`config.mk`:
```
export PLATFORM = sky130hd
export DESIGN_NAME = md_unit_iter
export DESIGN_NICKNAME = d
export VERILOG_FILES = /design/src/rtl/md_pkg.sv /design/src/rtl/md_unit_iter_step.sv /design/src/rtl/md_unit_iter.sv
export SDC_FILE = /design/constraint.sdc
export NUM_CORES = 1
export LEC_CHECK = 0
export ABC_AREA = 1
export BUFFER_PORTS_ARGS = -buffer_cell sky130_fd_sc_hd__buf_4
export CAP_MARGIN = 20
export CORE_UTILIZATION = 36
export DETAILED_ROUTE_END_ITERATION = 8
export GPL_ROUTABILITY_DRIVEN = 0
export PLACE_DENSITY = 0.5
export SYNTH_ARGS = -nofsm -noshare
export SYNTH_HDL_FRONTEND = slang
export SYNTH_SLANG_ARGS = --single-unit
```
`constraint.sdc`:
```
create_clock -name clk -period 6.2 [get_ports clk]
set_input_delay 0.31 -clock clk [delete_from_list [all_inputs] [get_ports clk]]
set_output_delay 0.31 -clock clk [all_outputs]
set_load 0.02 [all_outputs]
```
`src/rtl/md_pkg.sv`:
```
`default_nettype none
// ============================================================================
// Module      : md_pkg
// Description : Shared encodings and helper predicates for the iterative
//               multiply/divide/accumulate unit.
//               Contents: operation codes, FSM state encoding and the
//               is_signed / is_div / is_acc classification helpers.
// Revision    : 1.0 - initial release
// ============================================================================
package md_pkg;

  typedef enum logic [2:0] {
    MD_MULT  = 3'd0,
    MD_MULTU = 3'd1,
    MD_DIV   = 3'd2,
    MD_DIVU  = 3'd3,
    MD_MADD  = 3'd4,
    MD_MADDU = 3'd5,
    MD_MSUB  = 3'd6,
    MD_MSUBU = 3'd7
  } md_op_e;

  typedef enum logic [1:0] {
    IDLE = 2'd0,
    RUN  = 2'd1,
    FIX  = 2'd2
  } md_state_e;

  // Even opcodes are the signed flavours.
  function automatic logic is_signed(input logic [2:0] op);
    return ~op[0];
  endfunction

  function automatic logic is_div(input logic [2:0] op);
    return (op[2:1] == 2'b01);
  endfunction

  // MADD/MADDU/MSUB/MSUBU; op[1] then selects subtract.
  function automatic logic is_acc(input logic [2:0] op);
    return op[2];
  endfunction

endpackage
`default_nettype wire

```
`src/rtl/md_unit_iter_step.sv`:
```
`default_nettype none
// ============================================================================
// Module      : md_iter_step
// Description : Combinational UNROLL-bit iteration step.
//               Multiply: shift-add, {rem,q} holds {partial product, multiplier};
//               the multiplier LSB selects adding i_d, then the pair shifts right.
//               Divide: restoring, q shifts the dividend out MSB-first into rem
//               and quotient bits in LSB-first.
//   i_div        : 1 = divide step, 0 = multiply step
//   i_rem/i_q    : current working registers
//   i_d          : multiplicand (multiply) or divisor (divide) magnitude
//   o_rem/o_q    : working registers after UNROLL bits
// Revision    : 1.0 - initial release
// ============================================================================
module md_iter_step #(
  parameter int WIDTH  = 32,
  parameter int UNROLL = 1
) (
  input  logic             i_div,
  input  logic [WIDTH-1:0] i_rem,
  input  logic [WIDTH-1:0] i_q,
  input  logic [WIDTH-1:0] i_d,
  output logic [WIDTH-1:0] o_rem,
  output logic [WIDTH-1:0] o_q
);

  logic [WIDTH-1:0] w_rem;
  logic [WIDTH-1:0] w_q;
  logic [WIDTH:0]   w_sum;
  logic [WIDTH:0]   w_trial;
  logic [WIDTH:0]   w_diff;

  always_comb begin
    w_rem   = i_rem;
    w_q     = i_q;
    w_sum   = '0;
    w_trial = '0;
    w_diff  = '0;
    for (int k = 0; k < UNROLL; k++) begin
      if (i_div) begin
        w_trial = {w_rem, w_q[WIDTH-1]};
        w_diff  = w_trial - {1'b0, i_d};
        // rem < divisor keeps trial below 2*divisor, so the top bit of the
        // difference is a clean borrow indicator.
        if (!w_diff[WIDTH]) begin
          w_rem = w_diff[WIDTH-1:0];
          w_q   = {w_q[WIDTH-2:0], 1'b1};
        end else begin
          w_rem = w_trial[WIDTH-1:0];
          w_q   = {w_q[WIDTH-2:0], 1'b0};
        end
      end else begin
        w_sum = {1'b0, w_rem} + (w_q[0] ? {1'b0, i_d} : '0);
        w_q   = {w_sum[0], w_q[WIDTH-1:1]};
        w_rem = w_sum[WIDTH:1];
      end
    end
  end

  assign o_rem = w_rem;
  assign o_q   = w_q;

endmodule
`default_nettype wire

```
`src/rtl/md_unit_iter.sv`:
```
`default_nettype none
// ============================================================================
// Module      : md_unit_iter
// Description : Iterative multiply/divide/accumulate unit owning HI/LO.
//               IDLE -> RUN (WIDTH/UNROLL cycles) -> FIX (sign fix, accumulate,
//               write-back) -> IDLE. Latency WIDTH/UNROLL+1 cycles.
//   clk, reset            : clock, synchronous active-high reset
//   i_start/i_op/i_a/i_b  : launch request and operands (sampled in IDLE)
//   i_cancel              : flush; aborts RUN/FIX without touching HI/LO
//   i_hi_we/i_lo_we/i_wdata : mthi/mtlo writes, honoured only in IDLE
//   o_hi/o_lo             : HI/LO registers
//   o_busy                : operation in progress
//   o_done                : one-cycle pulse when HI/LO take a result
//   o_div_zero            : sticky divide-by-zero flag
// Revision    : 1.0 - initial release
// ============================================================================
module md_unit_iter
  import md_pkg::*;
#(
  parameter int WIDTH  = 32,
  parameter int UNROLL = 1
) (
  input  logic             clk,
  input  logic             reset,
  input  logic             i_start,
  input  logic [2:0]       i_op,
  input  logic [WIDTH-1:0] i_a,
  input  logic [WIDTH-1:0] i_b,
  input  logic             i_cancel,
  input  logic             i_hi_we,
  input  logic             i_lo_we,
  input  logic [WIDTH-1:0] i_wdata,
  output logic [WIDTH-1:0] o_hi,
  output logic [WIDTH-1:0] o_lo,
  output logic             o_busy,
  output logic             o_done,
  output logic             o_div_zero
);

  localparam int c_ITERS = WIDTH / UNROLL;
  localparam int c_CNT_W = $clog2(c_ITERS + 1);
  localparam logic [c_CNT_W-1:0] c_LAST_CNT = c_CNT_W'(c_ITERS - 1);

  md_state_e          r_state;
  md_state_e          w_next;
  logic               w_launch;
  logic               w_commit;

  logic [2:0]         r_op;
  logic [WIDTH-1:0]   r_a;
  logic               r_sa;
  logic               r_sb;
  logic               r_bz;
  logic [WIDTH-1:0]   r_d;
  logic [WIDTH-1:0]   r_rem;
  logic [WIDTH-1:0]   r_q;
  logic [c_CNT_W-1:0] r_cnt;
  logic [WIDTH-1:0]   r_hi;
  logic [WIDTH-1:0]   r_lo;
  logic               r_done;
  logic               r_dz;

  logic               w_sa;
  logic               w_sb;
  logic [WIDTH-1:0]   w_mag_a;
  logic [WIDTH-1:0]   w_mag_b;
  logic [WIDTH-1:0]   w_step_rem;
  logic [WIDTH-1:0]   w_step_q;
  logic [2*WIDTH-1:0] w_prod;
  logic [2*WIDTH-1:0] w_prod_fix;
  logic [2*WIDTH-1:0] w_acc;
  logic [2*WIDTH-1:0] w_res;

  // ---------------- FSM ----------------
  always_ff @(posedge clk) begin
    if (reset) r_state <= IDLE;
    else       r_state <= w_next;
  end

  always_comb begin
    w_next   = r_state;
    w_launch = 1'b0;
    w_commit = 1'b0;
    case (r_state)
      IDLE: begin
        w_launch = i_start && !i_cancel;
        if (w_launch) w_next = RUN;
      end
      RUN: begin
        if (i_cancel)                 w_next = IDLE;
        else if (r_cnt == c_LAST_CNT) w_next = FIX;
      end
      FIX: begin
        w_commit = !i_cancel;
        w_next   = IDLE;
      end
      default: w_next = IDLE;
    endcase
  end

  // ---------------- operand conditioning ----------------
  assign w_sa    = is_signed(i_op) & i_a[WIDTH-1];
  assign w_sb    = is_signed(i_op) & i_b[WIDTH-1];
  assign w_mag_a = w_sa ? -i_a : i_a;
  assign w_mag_b = w_sb ? -i_b : i_b;

  md_iter_step #(
    .WIDTH  (WIDTH),
    .UNROLL (UNROLL)
  ) u_step (
    .i_div (is_div(r_op)),
    .i_rem (r_rem),
    .i_q   (r_q),
    .i_d   (r_d),
    .o_rem (w_step_rem),
    .o_q   (w_step_q)
  );

  // ---------------- FIX-stage result ----------------
  always_comb begin
    w_prod     = {r_rem, r_q};
    w_prod_fix = (r_sa ^ r_sb) ? -w_prod : w_prod;
    w_acc      = {r_hi, r_lo};
    if (is_div(r_op)) begin
      if (r_bz) w_res = {r_a, {WIDTH{1'b1}}};
      else      w_res = {(r_sa ? -r_rem : r_rem), ((r_sa ^ r_sb) ? -r_q : r_q)};
    end else if (is_acc(r_op)) begin
      w_res = r_op[1] ? (w_acc - w_prod_fix) : (w_acc + w_prod_fix);
    end else begin
      w_res = w_prod_fix;
    end
  end

  // ---------------- datapath ----------------
  always_ff @(posedge clk) begin
    if (reset) begin
      r_op   <= '0;
      r_a    <= '0;
      r_sa   <= 1'b0;
      r_sb   <= 1'b0;
      r_bz   <= 1'b0;
      r_d    <= '0;
      r_rem  <= '0;
      r_q    <= '0;
      r_cnt  <= '0;
      r_hi   <= '0;
      r_lo   <= '0;
      r_done <= 1'b0;
      r_dz   <= 1'b0;
    end else begin
      r_done <= w_commit;
      case (r_state)
        IDLE: begin
          if (i_hi_we) r_hi <= i_wdata;
          if (i_lo_we) r_lo <= i_wdata;
          if (w_launch) begin
            r_op  <= i_op;
            r_a   <= i_a;
            r_sa  <= w_sa;
            r_sb  <= w_sb;
            r_bz  <= (i_b == '0);
            r_rem <= '0;
            r_cnt <= '0;
            // Divide shifts the dividend through q; multiply keeps the
            // multiplier in q and adds the multiplicand.
            r_q   <= is_div(i_op) ? w_mag_a : w_mag_b;
            r_d   <= is_div(i_op) ? w_mag_b : w_mag_a;
          end
        end
        RUN: begin
          r_rem <= w_step_rem;
          r_q   <= w_step_q;
          r_cnt <= r_cnt + 1'b1;
        end
        FIX: begin
          if (w_commit) begin
            r_hi <= w_res[2*WIDTH-1:WIDTH];
            r_lo <= w_res[WIDTH-1:0];
            if (is_div(r_op) && r_bz) r_dz <= 1'b1;
          end
        end
        default: ;
      endcase
    end
  end

  assign o_hi       = r_hi;
  assign o_lo       = r_lo;
  assign o_busy     = (r_state != IDLE);
  assign o_done     = r_done;
  assign o_div_zero = r_dz;

endmodule
`default_nettype wire
```
# Yosys cells after proc, flatten, opt, wreduce, memory -nomap -nowiden
# Index checks and enable logic that the tools add are counted.
[totals]
memories = 0
latch_bits = 0
ff_bits = 208
inputBits = 105
ram_bits = 0
word_cells = 87
mem_bits_ro = 0
out_inout_bits = 67
[op_classes]
muxes = 34
eq_ne = 11
shifts = 0
add_sub_neg = 10
reduce_logical = 14
n_div = 0
mul = 0
magnitude_cmp = 0
bitwise_logic = 4
[ops]
columns = ["op", "n"]
rows = [
  ["32-bit 2-to-1 mux", 16],
  ["64-bit 2-to-1 mux", 5],
  ["32-bit one-hot mux with 2 select lines", 4],
  ["32-bit negator", 4],
  ["64-bit adder", 1],
  ["64-bit negator", 1],
  ["64-bit subtractor", 1],
  ["32-bit by 33-bit adder with 33-bit output", 1],
  ["33-bit by 32-bit subtractor with 33-bit output", 1],
  ["32-bit logical NOT", 1],
  ["6-bit one-hot mux with 2 select lines", 1],
  ["2-bit inequality test, second input constant", 5],
  ["3-bit AND reduction", 3],
  ["6-bit by 1-bit adder with 6-bit output, second input constant", 1],
  ["2-bit by 1-bit equality test with 1-bit output, second input constant", 3],
  ["6-bit by 5-bit equality test with 1-bit output, second input constant", 1],
  ["2-bit 2-to-1 mux", 3],
  ["6-bit 2-to-1 mux", 1],
  ["2-bit AND reduction", 3],
  ["2-bit nonzero test", 3],
  ["2-bit one-hot mux with 2 select lines", 1],
  ["1-bit 2-to-1 mux", 3],
  ["3-bit inequality test, second input constant", 1],
  ["1-bit bitwise AND", 2],
  ["other kinds (6)", 7],
]

# Depth between registers and ports, before layout
# Gate-level depths: netlist of run 1.
[depth]
ltp_word = 8
ltp_mapped = 38
ltp_nobuf = 37

# Modules after synthesis
# Synthesis of run 1 repeated with hierarchy kept, for this count alone.
[unflattened]
cells_unflattened = 4805
hier_area_um2 = 26661.8
[modules_own_cells]
columns = ["mod", "instances", "area_per_inst_um2", "seq_area_each_um2", "cells_per_inst"]
rows = [
  ["md_unit_iter", 1, 20353.3, 4144.0, 3505],
  ["md_iter_step", 1, 6308.6, 0.0, 1300],
]

# Worst setup path before layout of run 1
# Ideal clock, no wire load.
[synth_timing]
kind = "reg2reg"
startpoint = "reg r_q[0]"
endpoint = "reg r_hi[19], in the netlist o_hi[19]"
path_stages_with_launch = 35
n_path_buf = 1
t_arrival_ns = 4.372
required_ns = 6.130
path_slack_ns = 1.758
cell_sequence = "dfxtp_1 buf_2 inv_2 ha_1 xor2_1 nand2_1 nand2_1 inv_2 nor2_1 nand2_1 nor2_2 nand2_1 nor2_2 nand2_2 nor3_1 nand3_1 nor3_1 a31oi_1 xor2_1 inv_1 ha_1 nand2_1 nor2_1 inv_1 nor2_1 inv_1 nor2_1 inv_1 o41ai_1 a21oi_1 nand2_1 nand2_1 o21ai_0 nand2_1 a21oi_1"
[synth_between]
elab_chain_len = 8
elab_cells_between_ends = 9
[synth_rtl]
columns = ["element", "line", "text"]
rows = [
  ["start: declaration", "md_unit_iter.sv:56", "logic [WIDTH-1:0] r_q;"],
  ["start signal: assignment", "md_unit_iter.sv:166", "r_q <= is_div(i_op) ? w_mag_a : w_mag_b;"],
  ["start signal: assignment", "md_unit_iter.sv:172", "r_q <= w_step_q;"],
  ["64-bit negator", "md_unit_iter.sv:122", "w_prod_fix = (r_sa ^ r_sb) ? -w_prod : w_prod;"],
  ["64-bit 2-to-1 mux *", "md_unit_iter.sv:122", ""],
  ["64-bit adder / 64-bit subtractor (equally long branches)", "md_unit_iter.sv:128", "w_res = r_op[1] ? (w_acc - w_prod_fix) : (w_acc + w_prod_fix);"],
  ["64-bit 2-to-1 mux", "md_unit_iter.sv:128", ""],
  ["64-bit 2-to-1 mux *", "md_unit_iter.sv:127", "end else if (is_acc(r_op)) begin"],
  ["64-bit 2-to-1 mux *", "md_unit_iter.sv:124", "if (is_div(r_op)) begin"],
  ["32-bit 2-to-1 mux *", "md_unit_iter.sv:176", "if (w_commit) begin"],
  ["32-bit one-hot mux with 2 select lines *", "md_unit_iter.sv:152", "case (r_state)"],
  ["end signal: assignment", "md_unit_iter.sv:154", "if (i_hi_we) r_hi <= i_wdata;"],
  ["end signal: assignment", "md_unit_iter.sv:177", "r_hi <= w_res[2*WIDTH-1:WIDTH];"],
  ["end: declaration", "md_unit_iter.sv:58", "logic [WIDTH-1:0] r_hi;"],
]
# Every way passes the cells marked *; elsewhere a longest branch is shown, timed or not. The select of a mux whose other input is x is not followed.
# A chain may end at the register's enable or synchronous reset.

# Worst setup path after layout of run 1
[layout_timing]
startpoint = "reg r_q[30]"
endpoint = "reg r_hi[31], in the netlist o_hi[31]"
# Same word-level chain as after synthesis.

==> impl_metrics.yaml, run 1 <==
setup_path:
  crit_fanout: 5
  arrival_ns: 6.30
  cp_slowest_cell: "ha_1"
  cp-end-kind: "flip-flop"
  critical_path.max_stage_delay_ns: 0.42
  r2r_end: "o_hi[31]"
  r2r_start: "r_q[30]"
  timing_worst_setup_path_type: "flip-flop to flip-flop"
  required_ns: 6.70
  r2r_cells: 36
  reg2reg_slack_ns: 0.40
  worst_setup_path_start_kind: "flip-flop"
  critPathMostFrequentCell: "nand2_1"
yosys:
  avgSynthCellArea_um2: 5.709
  yosys.cell_types.count: 61
  synth_top_area_share_pct: 16.60
  synthTopCellsByArea: "dfxtp_1 17%, nand2_1 15%, a21oi_1 8.9%"
  synth_area_leader_cell: "dfxtp_1"
  synth_seq_cells: 207
  synth_seq_area_share_pct: 16.60
  synth_nets: 4613
  async_reset_ff_share_pct: 0
  syn_inst: 4372
  synth-edff-count: 0
  netlist_area_mm2: 0.02496
  yosysWarnings: 0
  synth_top_flop_cell: "dfxtp_1"
drt:
  drtAntennaViolNets: 0
  route.detailed.drc: 0
  dr_total_vias: 30340
  drt_first_pass_iters: 7
  routed_wl_um: 128600
  drtIter0Drc: 2791
  post_drt_via_cell_ratio: 5.582
  post_drt_wl_per_cell_um: 23.66
timing:
  worst_clock_skew_ns: 0.02519
  max_freq_mhz: 172.4
  setup_violations: 0
  relSlewSlack_pct: 27.23
  fin_crit_sh_pct: 93.56
  rsz0062_at_grt: "false"
  hold_violations: 0
  max_slew.worst_pin.slew_ns: 1.080
  period_minus_slack_ns: 5.801
  finalSetupTns_ns: 0
  drv_slew: 0
hold_path:
  min_path_type: "primary input to flip-flop"
  min-delay-start: "i_a[7]"
  worstHoldEndpoint: "r_a[7]"
  min_delay_path_depth: 3
final_layout:
  fin_nets: 4723
  final_area_mm2: 0.02848
  layout-drive-gt1-share_pct: 8.526
  diodes: 0
  syn_to_final_growth_pct: 14.11
power:
  peakVddDrop_uv: 255.1
  cellPowerDensity_mw_per_mm2: 238.8
  p_leak_nw: 13.75
  total_power_mw: 6.802
floorplanning:
  fp-row-count: 96
  core_area_mm2: 0.06859
  die-height_um: 265.3
  dieArea_mm2: 0.07039
  initial_core_util_pct: 36.39
  pin_count: 172
  fp.dieW_um: 265.3
placed_design:
  hpwlAfterDp_um: 103500
  placed_area_mm2: 0.02729
  port_buffers: 171
grt:
  groute.usage.overall_pct: 35.38
  grt_overflow: 0
  antenna_found_initial: 2
  grt_max_degree: 76
  grt_pass1_wl_um: 185300
  grt_pass1_vias: 28270
run_status:
  status: "finished clean"
clock_network:
  numCtsBuffers: 29
  cts_buffer_depth: 3
  cts_htree_levels: 1
  cts_sinks: 207
  clkSlewWorstSetupHoldPaths_ns: 0.06
  tritoncts: "built"
  clk_root_buffer_cell: "clkbuf_16"
  clk_latency_ns: 0.62
flow_run:
  maxCapViolCount: 0
[registers in the layout, summed over array words and instances, names as in the netlist]
signal,count
r_sb,1
o_hi,32
r_state,2
r_q,32
r_d,32
r_cnt,6
r_sa,1
o_lo,32
o_done,1
r_a,32
r_op,2
o_div_zero,1
r_rem,32
r_bz,1
[layer usage]
metal	vias to the layer above	part of all wire, %	wire length (um)	GRT usage, %
met5	-	0.020	26	0
met4	4	9.2	11870	27.62
met3	384	6.7	8623	5.212
met2	1273	44	56190	56.23
met1	13920	40	51900	42.89
li1	14750	-	-	-
[power breakdown]
part           total, mW  switching (mW)  internal [mW]
logic               3.34            2.33           1.01
clock network       1.90           0.730           1.17
registers           1.56           0.142           1.42
[how the worst max path moves through the flow]
stage	startpoint	to	depth (start not counted)
2_1_floorplan	r_q[0]	o_hi[19]	34
3_3_place_gp	r_q[30]	o_hi[31]	34
3_5_place_dp	r_q[30]	o_hi[31]	34
4_1_cts	r_q[30]	o_hi[31]	34
5_1_grt	r_rem[1]	o_hi[31]	36
6_report	r_q[30]	o_hi[31]	36
[stage by stage]
stage          hold slack, ns  cells  setup WS [ns]  util (%)
2_1_floorplan          0.3868   4372          1.758         -
3_3_place_gp           0.4568   5368         0.4561     39.75
3_5_place_dp           0.4584   5369         0.5044     39.78
4_1_cts             0.0005413   5435         0.4714     41.52
5_1_grt               0.03922   5435        0.09342     41.53
6_report              0.02674   5435         0.3990     41.53
[placed cells by master, fill, tap and decap left out, types with 5 or more instances in the layout]
cell type	n
o21ai_1	14
buf_4	233
a21o_1	15
o21a_1	13
o21bai_1	7
nor2_1	495
ha_1	133
nand2_1	1002
bufinv_16	6
inv_1	570
inv_2	10
clkbuf_1	6
nor2_2	12
nand3b_1	10
xor2_1	145
a21boi_0	10
or2_2	28
a21oi_1	444
nand3_1	245
nor2_4	8
clkbuf_16	29
clkbuf_8	5
a32oi_1	5
o211ai_1	112
nand2_2	20
o221ai_1	8
a31oi_1	80
a22oi_1	5
dfxtp_1	206
nor3_1	63
o21ai_0	373
dlygate4sd3_1	13
xnor2_1	39
nand4_1	39
nor4_1	15
clkinv_1	6
a221oi_1	25
[critical path: cells and delay by family (launching register included)]
family	cells	cell delay, ns
xor gates and xnor gates	1	0.22
DFF	1	0.41
adders and majority gates	1	0.42
AOI/OAI and AO/OA	8	1.29
buffers and inverters	4	0.31
and+or+nand+nor	22	3.02
[cell families after synthesis]
group / Yosys count / share of synthesized area (%)
adders and majority gates: 136 / 6.908
and+or+nand+nor: 1953 / 32.70
DFF: 207 / 16.60
buffers and inverters: 756 / 11.54
xor gates and xnor gates: 185 / 6.522
AOI/OAI and AO/OA: 1135 / 25.73
[layout make-up]
class                           count  area [um^2]
Fill cell                        7751        40100
Inverter                          587         2206
Clock inverter                     13        242.7
Multi-Input combinational cell   3409        17990
Timing Repair Buffer              248         1919
Clock buffer                       40        817.0
Tap cell                          931         1165
Sequential cell                   207         4145
[repair_timing]
action	4_1_cts	5_1_grt
setup endpoints to repair	0	1
resized for setup	0	1
hold endpoints to repair	12	0
hold buffers	13	0
buffers inserted	0	0
[cells in the mapped netlist (28+ instances only)]
cell type	n
nor2_1	501
nand2_1	1003
o211ai_1	112
or2_2	28
xor2_1	145
nor3_1	64
o21ai_0	373
clkbuf_1	135
ha_1	133
inv_1	571
nand3_1	245
a21oi_1	445
xnor2_1	39
a31oi_1	80
nand4_1	39
dfxtp_1	207
(Power assumes the default switching activity.)
==> run 2: changes to the inputs <==
--- a/config.mk
+++ b/config.mk
@@ -8,9 +8,11 @@
 export ABC_AREA = 1
 export BUFFER_PORTS_ARGS = -buffer_cell sky130_fd_sc_hd__buf_4
 export CAP_MARGIN = 20
+export CORE_ASPECT_RATIO = 0.5
 export CORE_UTILIZATION = 36
 export DETAILED_ROUTE_END_ITERATION = 8
 export GPL_ROUTABILITY_DRIVEN = 0
+export GPL_TIMING_DRIVEN = 0
 export PLACE_DENSITY = 0.5
 export SYNTH_ARGS = -nofsm -noshare
 export SYNTH_HDL_FRONTEND = slang
==> impl_metrics.yaml, run 2 (synthesis results as in run 1) <==
setup_path:
  r2r_end: "o_hi[31]"
  critPathMostFrequentCell: "nand2_1"
  required_ns: 6.67
  reg2reg_slack_ns: 0.16
  arrival_ns: 6.51
  critical_path.max_stage_delay_ns: 0.40
  cp-end-kind: "flip-flop"
  crit_fanout: 9
  worst_setup_path_start_kind: "flip-flop"
  cp_slowest_cell: "ha_1"
  r2r_start: "r_q[0]"
  timing_worst_setup_path_type: "flip-flop to flip-flop"
  r2r_cells: 37
placed_design:
  place_ws_ns: -0.3864
  place_inst: 5441
  hpwlAfterDp_um: 114400
  placed_area_mm2: 0.02738
  port_buffers: 171
final_layout:
  final_area_mm2: 0.02836
  stdcell_count: 5492
  layout-drive-gt1-share_pct: 7.423
  final_core_utilization_pct: 41.86
  final_common_cell: "nand2_1"
  fillers: 7673
  seqCellArea_mm2: 0.004145
  syn_to_final_growth_pct: 13.60
  multi_input_area_mm2: 0.01803
  final_cell_mix: "997 x nand2_1, 570 x inv_1, 499 x nor2_1, 441 x a21oi_1, 366 x o21ai_0"
  fin_nets: 4818
clock_network:
  cts_buffer_depth: 3
  clk_root_buffer_cell: "clkbuf_16"
  clk_latency_ns: 0.60
  cts_sinks: 207
  numCtsBuffers: 25
  cts_htree_levels: 1
  tritoncts: "built"
  clkSlewWorstSetupHoldPaths_ns: 0.07
drt:
  drt_first_pass_iters: 8
  dr_total_vias: 32250
  drtIter0Drc: 4803
  post_drt_wl_per_cell_um: 24.86
  routed_wl_um: 136500
  route.detailed.drc: 0
  post_drt_via_cell_ratio: 5.872
  drtAntennaViolNets: 0
hold_path:
  worstHoldEndpoint: "r_a[10]"
  min_delay_path_depth: 3
  min_path_type: "primary input to flip-flop"
  min-delay-start: "i_a[10]"
power:
  p_leak_nw: 13.62
  cellPowerDensity_mw_per_mm2: 233.3
  peakVddDrop_uv: 196.9
  total_power_mw: 6.615
floorplanning:
  die-height_um: 188.2
  core_area_mm2: 0.06774
  pin_count: 172
  fp.dieW_um: 374.4
  initial_core_util_pct: 36.85
  dieArea_mm2: 0.07045
  fp-row-count: 67
timing:
  max_slew.worst_pin.slew_ns: 1.116
  hold_violations: 0
  setup_slack_ns: 0.1647
  worst_clock_skew_ns: 0.04321
  whs_ns: 0.01560
  drv_slew: 0
  fin_crit_sh_pct: 97.34
  period_minus_slack_ns: 6.035
  finalSetupTns_ns: 0
  rsz0062_at_grt: "false"
  setup_violations: 0
  max_freq_mhz: 165.7
  relSlewSlack_pct: 25.32
grt:
  grt_max_degree: 13
  groute.usage.overall_pct: 37.01
  antenna_found_initial: 4
  grt_overflow: 0
  grt_pass1_wl_um: 193100
  grt_pass1_vias: 28820
run_status:
  status: "finished clean"
flow_run:
  maxCapViolCount: 0
-- run 2: area by class of cell --
cell class,count,share of cell area (%)
Multi-Input combinational cell,3409,63.58
Sequential cell,207,14.62
Inverter,587,7.784
Timing Repair Buffer,178,4.774
Tap cell,897,3.958
Clock buffer,34,2.467
Buffer,169,2.414
Clock inverter,10,0.4015
Antenna cell,1,0.008825
-- run 2: critical path, delay by kind of cell (launching register included) --
| family | cells | cell delay, ns |
|---|---|---|
| AO/OA/AOI/OAI | 8 | 1.30 |
| flip-flops | 1 | 0.38 |
| buffers and inverters | 8 | 1.02 |
| XOR/XNOR | 1 | 0.20 |
| adder cells (fa/ha/maj) | 2 | 0.68 |
| AND/OR/NAND/NOR | 18 | 2.37 |
-- run 2: worst max-delay path by stage --
stage | startpoint | to
5_1_grt | r_op[1] | o_hi[24]
4_1_cts | r_q[0] | o_hi[31]
3_5_place_dp | r_q[0] | o_hi[18]
2_1_floorplan | r_q[0] | o_hi[19]
3_3_place_gp | r_q[0] | o_hi[18]
6_report | r_q[0] | o_hi[31]
-- run 2: what timing repair did --
item | 4_1_cts | 5_1_grt
pin swaps | 0 | 3
endpoints found under the setup margin | 3 | 21
hold buffers | 4 | 0
endpoints found under the hold margin | 4 | 0
buffers inserted | 0 | 2
resized for setup | 3 | 29
-- run 2: where the power goes --
part | internal, mW | switching, mW
registers | 1.42 | 0.140
logic | 1.02 | 2.48
clock network | 0.872 | 0.685
total | 3.31 | 3.31
-- run 2: routing by layer --
metal	wire length, um	track usage [%]
met1	59260	52.69
met2	54530	53.92
met3	15760	7.046
met4	6962	15.76
met5	26	0.4043
